`src/rtl/keypad_if.sv`:
```
`default_nettype none
// ============================================================================
// Module   : keypad_if
// Purpose  : Key request handshake between a key source (switches, test
//            sequencer, bench) and the keypad emulator queue.
// Signals  : key_code  [3:0] key to press (0-9, 10 = esp, 11 = *, 12-15 bad)
//            key_valid       request valid
//            key_ready       queue can accept
// Modports : master (key source), slave (keypad emulator)
// Revision : 1.0  initial release
// ============================================================================
interface keypad_if;
  logic [3:0] key_code;
  logic       key_valid;
  logic       key_ready;

  modport master (
    output key_code,
    output key_valid,
    input  key_ready
  );

  modport slave (
    input  key_code,
    input  key_valid,
    output key_ready
  );
endinterface
`default_nettype wire

```
`src/rtl/keypad_emulator.sv`:
```
`default_nettype none
// ============================================================================
// Module   : keypad_emulator
// Purpose  : Keypad-side model of a 4x3 matrix keypad. Queued key presses are
//            played onto the row lines, gated by the scanner column strobes,
//            with pseudo-random contact bounce on press and release.
// Ports    : clk             system clock, rising edge
//            rst_n           asynchronous active-low reset
//            kif (slave)     key_code / key_valid / key_ready request queue
//            col_in   [3:0]  column strobes from scanner, active-low
//            row_out  [3:0]  row lines to scanner, active-low
//            busy            press in progress or queue not empty
//            cur_key  [3:0]  key currently being played
//            contact         current contact state (1 = closed)
//            bad_code        one-cycle pulse: invalid code dropped
// Revision : 1.0  initial release
// ============================================================================
module keypad_emulator #(
  parameter int BOUNCE_CYC = 16,
  parameter int HOLD_CYC   = 1000,
  parameter int GAP_CYC    = 500
) (
  input  wire logic       clk,
  input  wire logic       rst_n,
  keypad_if.slave         kif,
  input  wire logic [3:0] col_in,
  output logic      [3:0] row_out,
  output logic            busy,
  output logic      [3:0] cur_key,
  output logic            contact,
  output logic            bad_code
);

  // Counter reload values: each phase counts down to zero, so load length-1.
  localparam logic [19:0] c_bounce_ld = 20'(BOUNCE_CYC - 1);
  localparam logic [19:0] c_hold_ld   = 20'(HOLD_CYC - 1);
  localparam logic [19:0] c_gap_ld    = 20'(GAP_CYC - 1);

  typedef enum logic [2:0] {
    S_IDLE      = 3'd0,
    S_BOUNCE_DN = 3'd1,
    S_HOLD      = 3'd2,
    S_BOUNCE_UP = 3'd3,
    S_GAP       = 3'd4
  } state_t;

  state_t      r_state, w_next_state;
  logic [19:0] r_cnt, w_next_cnt;
  logic [7:0]  r_lfsr;
  logic [3:0]  r_cur_key;
  logic        r_bad_code;

  logic [3:0]  r_mem [4];
  logic [1:0]  r_wr_ptr, r_rd_ptr;
  logic [2:0]  r_count;

  logic        w_accept, w_code_ok, w_push, w_pop;
  logic [1:0]  w_row, w_col;

  // ---------------------------------------------------------------- queue
  // Ready comes from the registered count only, so a pop frees a slot for
  // the request side one cycle later.
  assign kif.key_ready = (r_count != 3'd4);
  assign w_accept      = kif.key_valid && kif.key_ready;
  assign w_code_ok     = (kif.key_code < 4'd12);
  assign w_push        = w_accept && w_code_ok;

  always_ff @(posedge clk) begin
    if (w_push) r_mem[r_wr_ptr] <= kif.key_code;
  end

  always_ff @(posedge clk or negedge rst_n) begin
    if (!rst_n) begin
      r_wr_ptr   <= 2'd0;
      r_rd_ptr   <= 2'd0;
      r_count    <= 3'd0;
      r_bad_code <= 1'b0;
    end else begin
      r_bad_code <= w_accept && !w_code_ok;
      if (w_push) r_wr_ptr <= r_wr_ptr + 2'd1;
      if (w_pop)  r_rd_ptr <= r_rd_ptr + 2'd1;
      case ({w_push, w_pop})
        2'b10:   r_count <= r_count + 3'd1;
        2'b01:   r_count <= r_count - 3'd1;
        default: r_count <= r_count;
      endcase
    end
  end

  // ---------------------------------------------------------------- FSM
  always_ff @(posedge clk or negedge rst_n) begin
    if (!rst_n) begin
      r_state   <= S_IDLE;
      r_cnt     <= 20'd0;
      r_cur_key <= 4'd0;
      r_lfsr    <= 8'hA5;
    end else begin
      r_state <= w_next_state;
      r_cnt   <= w_next_cnt;
      if (w_pop) r_cur_key <= r_mem[r_rd_ptr];
      // x^8+x^6+x^5+x^4+1, advanced only while bouncing
      if (r_state == S_BOUNCE_DN || r_state == S_BOUNCE_UP)
        r_lfsr <= {r_lfsr[6:0], r_lfsr[7] ^ r_lfsr[5] ^ r_lfsr[4] ^ r_lfsr[3]};
    end
  end

  always_comb begin
    w_next_state = r_state;
    w_next_cnt   = r_cnt;
    w_pop        = 1'b0;
    case (r_state)
      S_IDLE: begin
        if (r_count != 3'd0) begin
          w_next_state = S_BOUNCE_DN;
          w_next_cnt   = c_bounce_ld;
          w_pop        = 1'b1;
        end
      end
      S_BOUNCE_DN: begin
        if (r_cnt == 20'd0) begin
          w_next_state = S_HOLD;
          w_next_cnt   = c_hold_ld;
        end else begin
          w_next_cnt = r_cnt - 20'd1;
        end
      end
      S_HOLD: begin
        if (r_cnt == 20'd0) begin
          w_next_state = S_BOUNCE_UP;
          w_next_cnt   = c_bounce_ld;
        end else begin
          w_next_cnt = r_cnt - 20'd1;
        end
      end
      S_BOUNCE_UP: begin
        if (r_cnt == 20'd0) begin
          w_next_state = S_GAP;
          w_next_cnt   = c_gap_ld;
        end else begin
          w_next_cnt = r_cnt - 20'd1;
        end
      end
      S_GAP: begin
        if (r_cnt == 20'd0) begin
          w_next_state = S_IDLE;
          w_next_cnt   = 20'd0;
        end else begin
          w_next_cnt = r_cnt - 20'd1;
        end
      end
      default: begin
        w_next_state = S_IDLE;
        w_next_cnt   = 20'd0;
      end
    endcase
  end

  // ---------------------------------------------------------------- contact
  // The last bounce cycle is pinned so the contact settles cleanly into
  // HOLD (closed) and into GAP (open).
  always_comb begin
    contact = 1'b0;
    case (r_state)
      S_BOUNCE_DN: contact = (r_cnt == 20'd0) ? 1'b1 : r_lfsr[0];
      S_HOLD:      contact = 1'b1;
      S_BOUNCE_UP: contact = (r_cnt == 20'd0) ? 1'b0 : r_lfsr[0];
      default:     contact = 1'b0;
    endcase
  end

  // ---------------------------------------------------------------- matrix
  always_comb begin
    w_row = 2'd0;
    w_col = 2'd0;
    case (r_cur_key)
      4'd1:    begin w_row = 2'd0; w_col = 2'd0; end
      4'd2:    begin w_row = 2'd0; w_col = 2'd1; end
      4'd3:    begin w_row = 2'd0; w_col = 2'd2; end
      4'd4:    begin w_row = 2'd1; w_col = 2'd0; end
      4'd5:    begin w_row = 2'd1; w_col = 2'd1; end
      4'd6:    begin w_row = 2'd1; w_col = 2'd2; end
      4'd7:    begin w_row = 2'd2; w_col = 2'd0; end
      4'd8:    begin w_row = 2'd2; w_col = 2'd1; end
      4'd9:    begin w_row = 2'd2; w_col = 2'd2; end
      4'd0:    begin w_row = 2'd3; w_col = 2'd1; end
      4'd10:   begin w_row = 2'd3; w_col = 2'd2; end
      4'd11:   begin w_row = 2'd3; w_col = 2'd0; end
      default: begin w_row = 2'd0; w_col = 2'd0; end
    endcase
  end

  // Row 0 / column 0 sit on bit 3 of their buses; col_in[0] is never
  // selected because the column index stops at 2.
  always_comb begin
    row_out = 4'hF;
    if (contact && !col_in[2'd3 - w_col])
      row_out[2'd3 - w_row] = 1'b0;
  end

  assign busy     = (r_state != S_IDLE) || (r_count != 3'd0);
  assign cur_key  = r_cur_key;
  assign bad_code = r_bad_code;

endmodule
`default_nettype wire

```
`src/flat_wrapper.sv`:
```
// flat-port wrapper written by rule: the top's interface ports become plain ports
module keypad_emulator_flat 
#(
  parameter int BOUNCE_CYC = 16,
  parameter int HOLD_CYC   = 1000,
  parameter int GAP_CYC    = 500
)
  (clk, rst_n, col_in, row_out, busy, cur_key, contact, bad_code, kif_key_code, kif_key_valid, kif_key_ready);
  keypad_if kif_i ();
  input  wire logic clk;
  input  wire logic rst_n;
  input  wire logic [3:0] col_in;
  output logic      [3:0] row_out;
  output logic busy;
  output logic      [3:0] cur_key;
  output logic contact;
  output logic bad_code;
  input wire logic [$bits(kif_i.key_code)-1:0] kif_key_code;
  input wire logic [$bits(kif_i.key_valid)-1:0] kif_key_valid;
  output wire logic [$bits(kif_i.key_ready)-1:0] kif_key_ready;
  assign kif_i.key_code = kif_key_code;
  assign kif_i.key_valid = kif_key_valid;
  assign kif_key_ready = kif_i.key_ready;
  keypad_emulator #(.BOUNCE_CYC(BOUNCE_CYC), .HOLD_CYC(HOLD_CYC), .GAP_CYC(GAP_CYC)) u_core (.clk(clk), .rst_n(rst_n), .kif(kif_i), .col_in(col_in), .row_out(row_out), .busy(busy), .cur_key(cur_key), .contact(contact), .bad_code(bad_code));
endmodule
```
`config.mk`:
```
export PLATFORM = sky130hd
export DESIGN_NAME = keypad_emulator_flat
export DESIGN_NICKNAME = d
export VERILOG_FILES = /design/src/rtl/keypad_if.sv /design/src/rtl/keypad_emulator.sv /design/src/flat_wrapper.sv
export SDC_FILE = /design/constraint.sdc
export NUM_CORES = 1
export LEC_CHECK = 0
export ABC_AREA = 1
export BUFFER_PORTS_ARGS = -buffer_cell sky130_fd_sc_hd__buf_2
export CAP_MARGIN = 20
export CORE_UTILIZATION = 60
export DETAILED_ROUTE_END_ITERATION = 8
export PLACE_DENSITY = 0.78
export RECOVER_POWER = 50
export SLEW_MARGIN = 20
export SYNTH_ARGS = -nofsm -noshare
export SYNTH_HDL_FRONTEND = slang
export SYNTH_SLANG_ARGS = --single-unit
```
`constraint.sdc`:
```
create_clock -name clk -period 2.2 [get_ports clk]
set_input_delay 0.11 -clock clk [delete_from_list [all_inputs] [get_ports clk]]
set_output_delay 0.11 -clock clk [all_outputs]
set_load 0.1 [all_outputs]
```
* Word-level counts from Yosys, hierarchy flattened
Memory sizes are Yosys's and may differ from the RTL's. A register that Yosys moved wholly into a read port is not among the register bits. Cells that the tools add are included. W data, S select, Z words.
Operators by class: $add $sub $neg 7, $lt $le $gt $ge 4, eq/ne operators 12, mux-type cells 25, bitwise gates (word level) 4, reduce and logical (&&, ||, !) cells 16
Operator list (number):
- $mux W20 | 5
- $pmux W20 S5 | 1
- $logic_not A20 Y1 | 1
- $sub A20 B1 Y20 const B | 1
- $mux W3 | 5
- $pmux W3 S5 | 1
- $mux W1 | 8
- $eq A3 B2 Y1 const B | 2
- $lt A2 B3 Y1 const B | 2
- $ne A2 B1 Y1 const B | 3
- $pmux W3 S2 | 1
- $reduce_bool A3 Y1 | 2
- $logic_and A1 B1 Y1 | 5
- $reduce_and A5 Y1 | 1
- $add A2 B1 Y2 const B | 2
- $lt A4 B4 Y1 const B | 1
- $mux W4 | 1
- $ne A2 B2 Y1 const B | 2
- $not A4 Y4 | 1
- $sub A2 B2 Y2 const A | 2
- $add A3 B1 Y3 const B | 1
- $eq A3 B1 Y1 const B | 1
- $eq A3 B3 Y1 const B | 1
- $logic_not A1 Y1 | 3
- 12 further kinds | 15
Word-level totals: flip-flop bits (word level) 39, bits in writable memories 16, ROM bits 64, bits of input ports 11, output and inout bits 12, memories kept 2
Memory list:
- (no name shown) | depth 16, width 4, read ports 1, clocked after Yosys merged registers in 0, wr ports 0, RTL line keypad_emulator.sv:175 | case (r_cur_key)
- u_core.r_mem | depth 4, width 4, read ports 1, clocked after Yosys merged registers in 1, wr ports 1, RTL line keypad_emulator.sv:53 | logic [3:0] r_mem [4];

* Longest topological paths before layout
An unclocked memory read counts as a cell.
depth in word-level cells 8, mapped depth 11, depth with buffers taken out 11

* Least setup slack after synthesis
No wires, ideal clock.
path type reg-to-reg, from reg u_core.r_count[0], to reg u_core.r_count[2], arrival time 2.720 ns, path slack -0.651 ns, stages on the path, launching flop included 10, buffers on the path 0, path through dfrtp_1 > inv_1 > nand3_1 > o211ai_2 > ha_1 > inv_1 > fa_1 > a21oi_1 > o21ai_0 > xor2_1
Between the ends: longest elaborated chain between the ends 5, elaborated cells between the ends (all ways) 12, those cells by class add/sub: 2; eq/ne: 3; mux: 3; reduce/logical: 4
RTL lines:
- start: declaration | RTL line keypad_emulator.sv:55 | logic [2:0] r_count;
- start signal: assignment | RTL line keypad_emulator.sv:83 | 2'b10: r_count <= r_count + 3'd1;
- start signal: assignment | RTL line keypad_emulator.sv:84 | 2'b01: r_count <= r_count - 3'd1;
- start signal: assignment | RTL line keypad_emulator.sv:85 | default: r_count <= r_count;
- $ne A3 B3 Y1 * | RTL line keypad_emulator.sv:63 | assign kif.key_ready = (r_count != 3'd4);
- net kif_key_ready | RTL line flat_wrapper.sv:20 | output wire logic [$bits(kif_i.key_ready)-1:0] kif_key_ready;
- $logic_and A1 B1 Y1 * | RTL line keypad_emulator.sv:64 | assign w_accept = kif.key_valid && kif.key_ready;
- $logic_and A1 B1 Y1 * | RTL line keypad_emulator.sv:66 | assign w_push = w_accept && w_code_ok;
- $eq A2 B1 Y1 or $eq A2 B2 Y1 (tied branches) | RTL line keypad_emulator.sv:82 | case ({w_push, w_pop})
- $pmux W3 S2 or $reduce_bool A2 Y1 (tied branches)
The timed path passes the listed nets; every way through them passes the cells marked *. A chain may end at the register's enable or synchronous reset.

* Worst setup path in the final report
from reg u_core.r_cur_key[1], in the netlist u_core.cur_key[1], read port of u_core.r_mem, to out row_out[2]
Between the ends: longest elaborated chain between the ends 8, elaborated cells between the ends (all ways) 14, those cells by class add/sub: 2; order compare: 2; mux: 5; bitwise: 1; reduce/logical: 3; memory: 1
RTL lines:
- start: declaration | RTL line keypad_emulator.sv:50 | logic [3:0] r_cur_key;
- $mem_v2 Z16 W4 *
- $sub A2 B2 Y2 | RTL line keypad_emulator.sv:197 | row_out[2'd3 - w_row] = 1'b0;
- $lt A2 B3 Y1 (implied by the code) or $ge A2 B1 Y1 (tied branches) | RTL line keypad_emulator.sv:197
- $logic_and A1 B1 Y1 (implied by the code) | RTL line keypad_emulator.sv:197
- $mux W1 (implied by the code) | RTL line keypad_emulator.sv:197
- $demux W1 S2
- $not A4 Y4 (no source line)
- $mux W4 * | RTL line keypad_emulator.sv:196 | if (contact && !col_in[2'd3 - w_col])
- end: declaration | RTL line flat_wrapper.sv:13 | output logic [3:0] row_out;
Mark *: on every way between the ends. The rest lies on a longest branch, timed or not. The select of a mux whose other input is x is not followed.

==> summary.md <==
| Metric | Value |
|---|---|
| CTS sink cnt | `59` |
| Total CTS buffers | `9` |
| Synth area leader | `dfrtp_1` |
| P_leak | `1.862 nW` |
| Relative slew slack | `27.34%` |
| CP required | `2.09 ns` |
| Count leader, synth | `nand2_1` |
| Power density over the cells | `665.0 nW/µm²` |
| CORE AREA | `5238 µm²` |
| Max_cap viols | `0` |
| Critical path cell sequence | `inv_2 > ha_1 > nor2_2 > nor2_1 > nand2_1 > nand2_2 > nand2_1 > nand3b_1 > o21ai_2 > inv_2 > nand3_2 > buf_12` |
| Hold Fails Final Rpt | `0` |
| Top_reg_cell synth | `dfrtp_1` |
| Area Growth Syn to Fin | `20.28%` |
| Longest Clk Path Bufs | `2` |
| Max IR drop VDD | `0.0007070 V` |
| Vias in the first global route | `2730` |
| Post-DP HPWL | `4782 µm` |
| Initial antenna violation count | `0` |
| Crit end category | `output port` |
| Port Buffers | `22` |
| Clock transition at path regs | `0.06 ns` |
| Synth async-reset ratio | `72.88%` |
| Arr. time, crit path | `2.01 ns` |
| Number of synthesized register bits | `59` |
| Routed WL | `7029 µm` |
| DRC Markers | `0` |
| Syn Nets | `430` |
| Tot GR Track Use | `26.65%` |
| Fin crit share | `96.39%` |
| Via/cell ratio | `5.327` |
| Drt first pass iters | `4` |
| F_max | `471.6 MHz` |
| Setup CP Type | `reg2out` |
| Synth warn | `0` |
| Htree depth | `3` |
| Sequential area share after synthesis | `46.79%` |
| Max-slew violation count | `0` |
| First-pass GRT wire length | `12040 µm` |
| Area contributors post-synth | `dfrtp_1 29%, edfxtp_1 14%, nand2_1 11%, inv_1 6.3%, nor2_1 6.2%` |
| Vias | `2786` |
| Synth Instances | `407` |
| Rows | `26` |
| Average cell area after synthesis | `8.199 µm²` |
| Final setup viols | `0` |
| Top delay family on crit path | `simple AND/OR/NAND/NOR gates` |
| CTS tree | `yes` |
| Mapped Area | `3337 µm²` |
| Crit path max fanout | `5` |
| Status | `completed` |
| Buf+Inv Stages, Crit Path | `3` |
| Setup crit start kind | `register` |
| # IOs | `23` |
| DRT iter0 DRCs | `204` |
| Fraction of layout instances using a drive strength above 1 | `21.85%` |
| Die width | `76.58 µm` |
| Slew @ Worst Pin | `1.090 ns` |
| Chip Height | `76.58 µm` |
| Synth cell count leaders | `99 x nand2_1, 56 x inv_1, 55 x nor2_1, 39 x dfrtp_1, 24 x o21ai_0` |
| Layout Nets | `471` |
| Netlist cell types | `36` |
| CP max stage cell | `dfrtp_2` |
| GPL Wtd Cong | `0.9095` |
| EDFF count, synth | `16` |
| N_diodes | `0` |
| Initial Util | `63.71%` |
| Non-Filler Instances | `523` |
| CTS root buf | `clkbuf_8` |
| Skew-Pair Late Insertion Delay | `0.35 ns` |
| Min-Delay Path Class | `reg2reg` |
| DP Cell Count | `496` |
| Layout Skew | `0.004821 ns` |
| Max incr delay on CP | `0.44 ns` |
| Avg WL per Cell | `13.44 µm` |
| Pwr Total | `2.669 mW` |
| Die Area | `5864 µm²` |
| Largest net degree at the start of global routing | `26` |
| DRT antenna net count | `0` |
| Global route overflow | `0` |
| Top-area cell type share of the netlist area | `29.25%` |
| Fin crit period | `2.121 ns` |
sequential cells by signal, summed over array words and instances (netlist names):
register and cells:
u_core.cur_key 4, u_core.r_count 3, u_core.r_rd_ptr 2, u_core.r_wr_ptr 2, u_core.r_state 3, u_core.r_lfsr 8
u_core.bad_code 1, u_core.r_mem 16, u_core.r_cnt 20
cell usage in the layout, fill, tap and decap left out, drive strengths merged:
cell type | netlist | routed
o32ai | 4 | 4
dfstp | 4 | 4
a211oi | 1 | 1
clkinvlp | 0 | 3
nand2 | 103 | 103
nand4 | 2 | 2
o211ai | 1 | 1
xor2 | 13 | 13
ha | 11 | 11
a21oi | 10 | 10
clkbuf | 2 | 13
o22ai | 4 | 4
inv | 59 | 59
clkinv | 0 | 2
nor2 | 65 | 65
fa | 1 | 1
nand3b | 2 | 2
a31oi | 1 | 1
dfrtp | 39 | 39
buf | 4 | 27
bufinv | 0 | 1
dlygate4sd3 | 0 | 6
xnor2 | 6 | 6
edfxtp | 16 | 16
o21ai | 33 | 33
nand3 | 18 | 18
nor3 | 8 | 8
through the flow:
| stage | utilization, % | setup WS (ns) | hold slack (ns) | cell area, µm² | setup TNS [ns] |
|---|---|---|---|---|---|
| after detailed placement | 69.11 | 0.1768 | 0.08297 | 3620 | 0 |
| final | 76.64 | 0.07935 | 0.4697 | 4014 | 0 |
| after global routing | 76.64 | -0.03692 | 0.4918 | 4014 | -0.09945 |
| after floorplan | - | -0.04447 | -0.1856 | 3374 | -0.1779 |
| after global placement | 69.11 | 0.2371 | 0.07110 | 3620 | 0 |
| after CTS | 74.37 | 0.01511 | 0.2379 | 3895 | 0 |
metal layers:
| metal | global-route usage [%] | wire (µm) |
|---|---|---|
| met1 | 33.89 | 3135 |
| met2 | 41.98 | 3354 |
| met3 | 8.144 | 409 |
| met4 | 11.73 | 129 |
| met5 | 0 | 0 |
report_power, final:
part | internal [mW] | total, mW | switching [mW]
registers | 1.22 | 1.27 | 0.0468
logic | 0.122 | 0.401 | 0.279
clock network | 0.552 | 0.996 | 0.444
total | 1.90 | 2.67 | 0.770
cell type report:
type                    instances  area, µm²
well taps                      70      87.58
flip-flops and latches         59       1568
fillers                       366       1224
clock buffers                  10      137.6
clock inverters                 6      63.81
multi-input cells             283       1640
inverters                      59      227.7
repair buffers                 36      289.0
worst register-to-register path, stage by stage, from the launching register on:
cell and delay (ns):
dfrtp_2 0.45, nor2_4 0.14, nand2_2 0.13, nor2_2 0.15, ha_1 0.15, inv_1 0.06
fa_1 0.37, a21oi_1 0.14, o21ai_0 0.11, xor2_1 0.16
worst paths after layout:
path | from | end | slack, ns | cells after the start
max | u_core.cur_key[1] | row_out[2] | 0.08 | 12
min | u_core.r_lfsr[2] | u_core.r_lfsr[2] | 0.47 | 2
max reg2reg | u_core.r_state[2] | u_core.r_count[2] | 0.22 | 9
min reg2reg | u_core.r_lfsr[2] | u_core.r_lfsr[2] | 0.47 | 2
max in group asynchronous | rst_n | u_core.r_lfsr[5] | 0.75 | 3
min in group asynchronous | rst_n | u_core.r_state[1] | 0.48 | 2
repair_timing:
item,CTS,global route
pin swaps,2,3
hold endpoints to repair,35,0
buffers inserted,1,4
hold buffers,6,0
endpoints found under the setup margin,5,6
resized for setup,4,24
logic make-up (layout without fill, tap and decap cells):
logic type | count (synthesis) | after routing | synth area share (%)
adders and majority gates | 12 | 12 | 4.724
xor gates and xnor gates | 19 | 19 | 4.987
and+or+nand+nor | 198 | 198 | 26.70
buffers and inverters | 65 | 111 | 7.762
DFF | 59 | 59 | 46.79
AOI/OAI and AO/OA | 54 | 54 | 9.036
No activity file was read; power rests on OpenSTA's default activity.
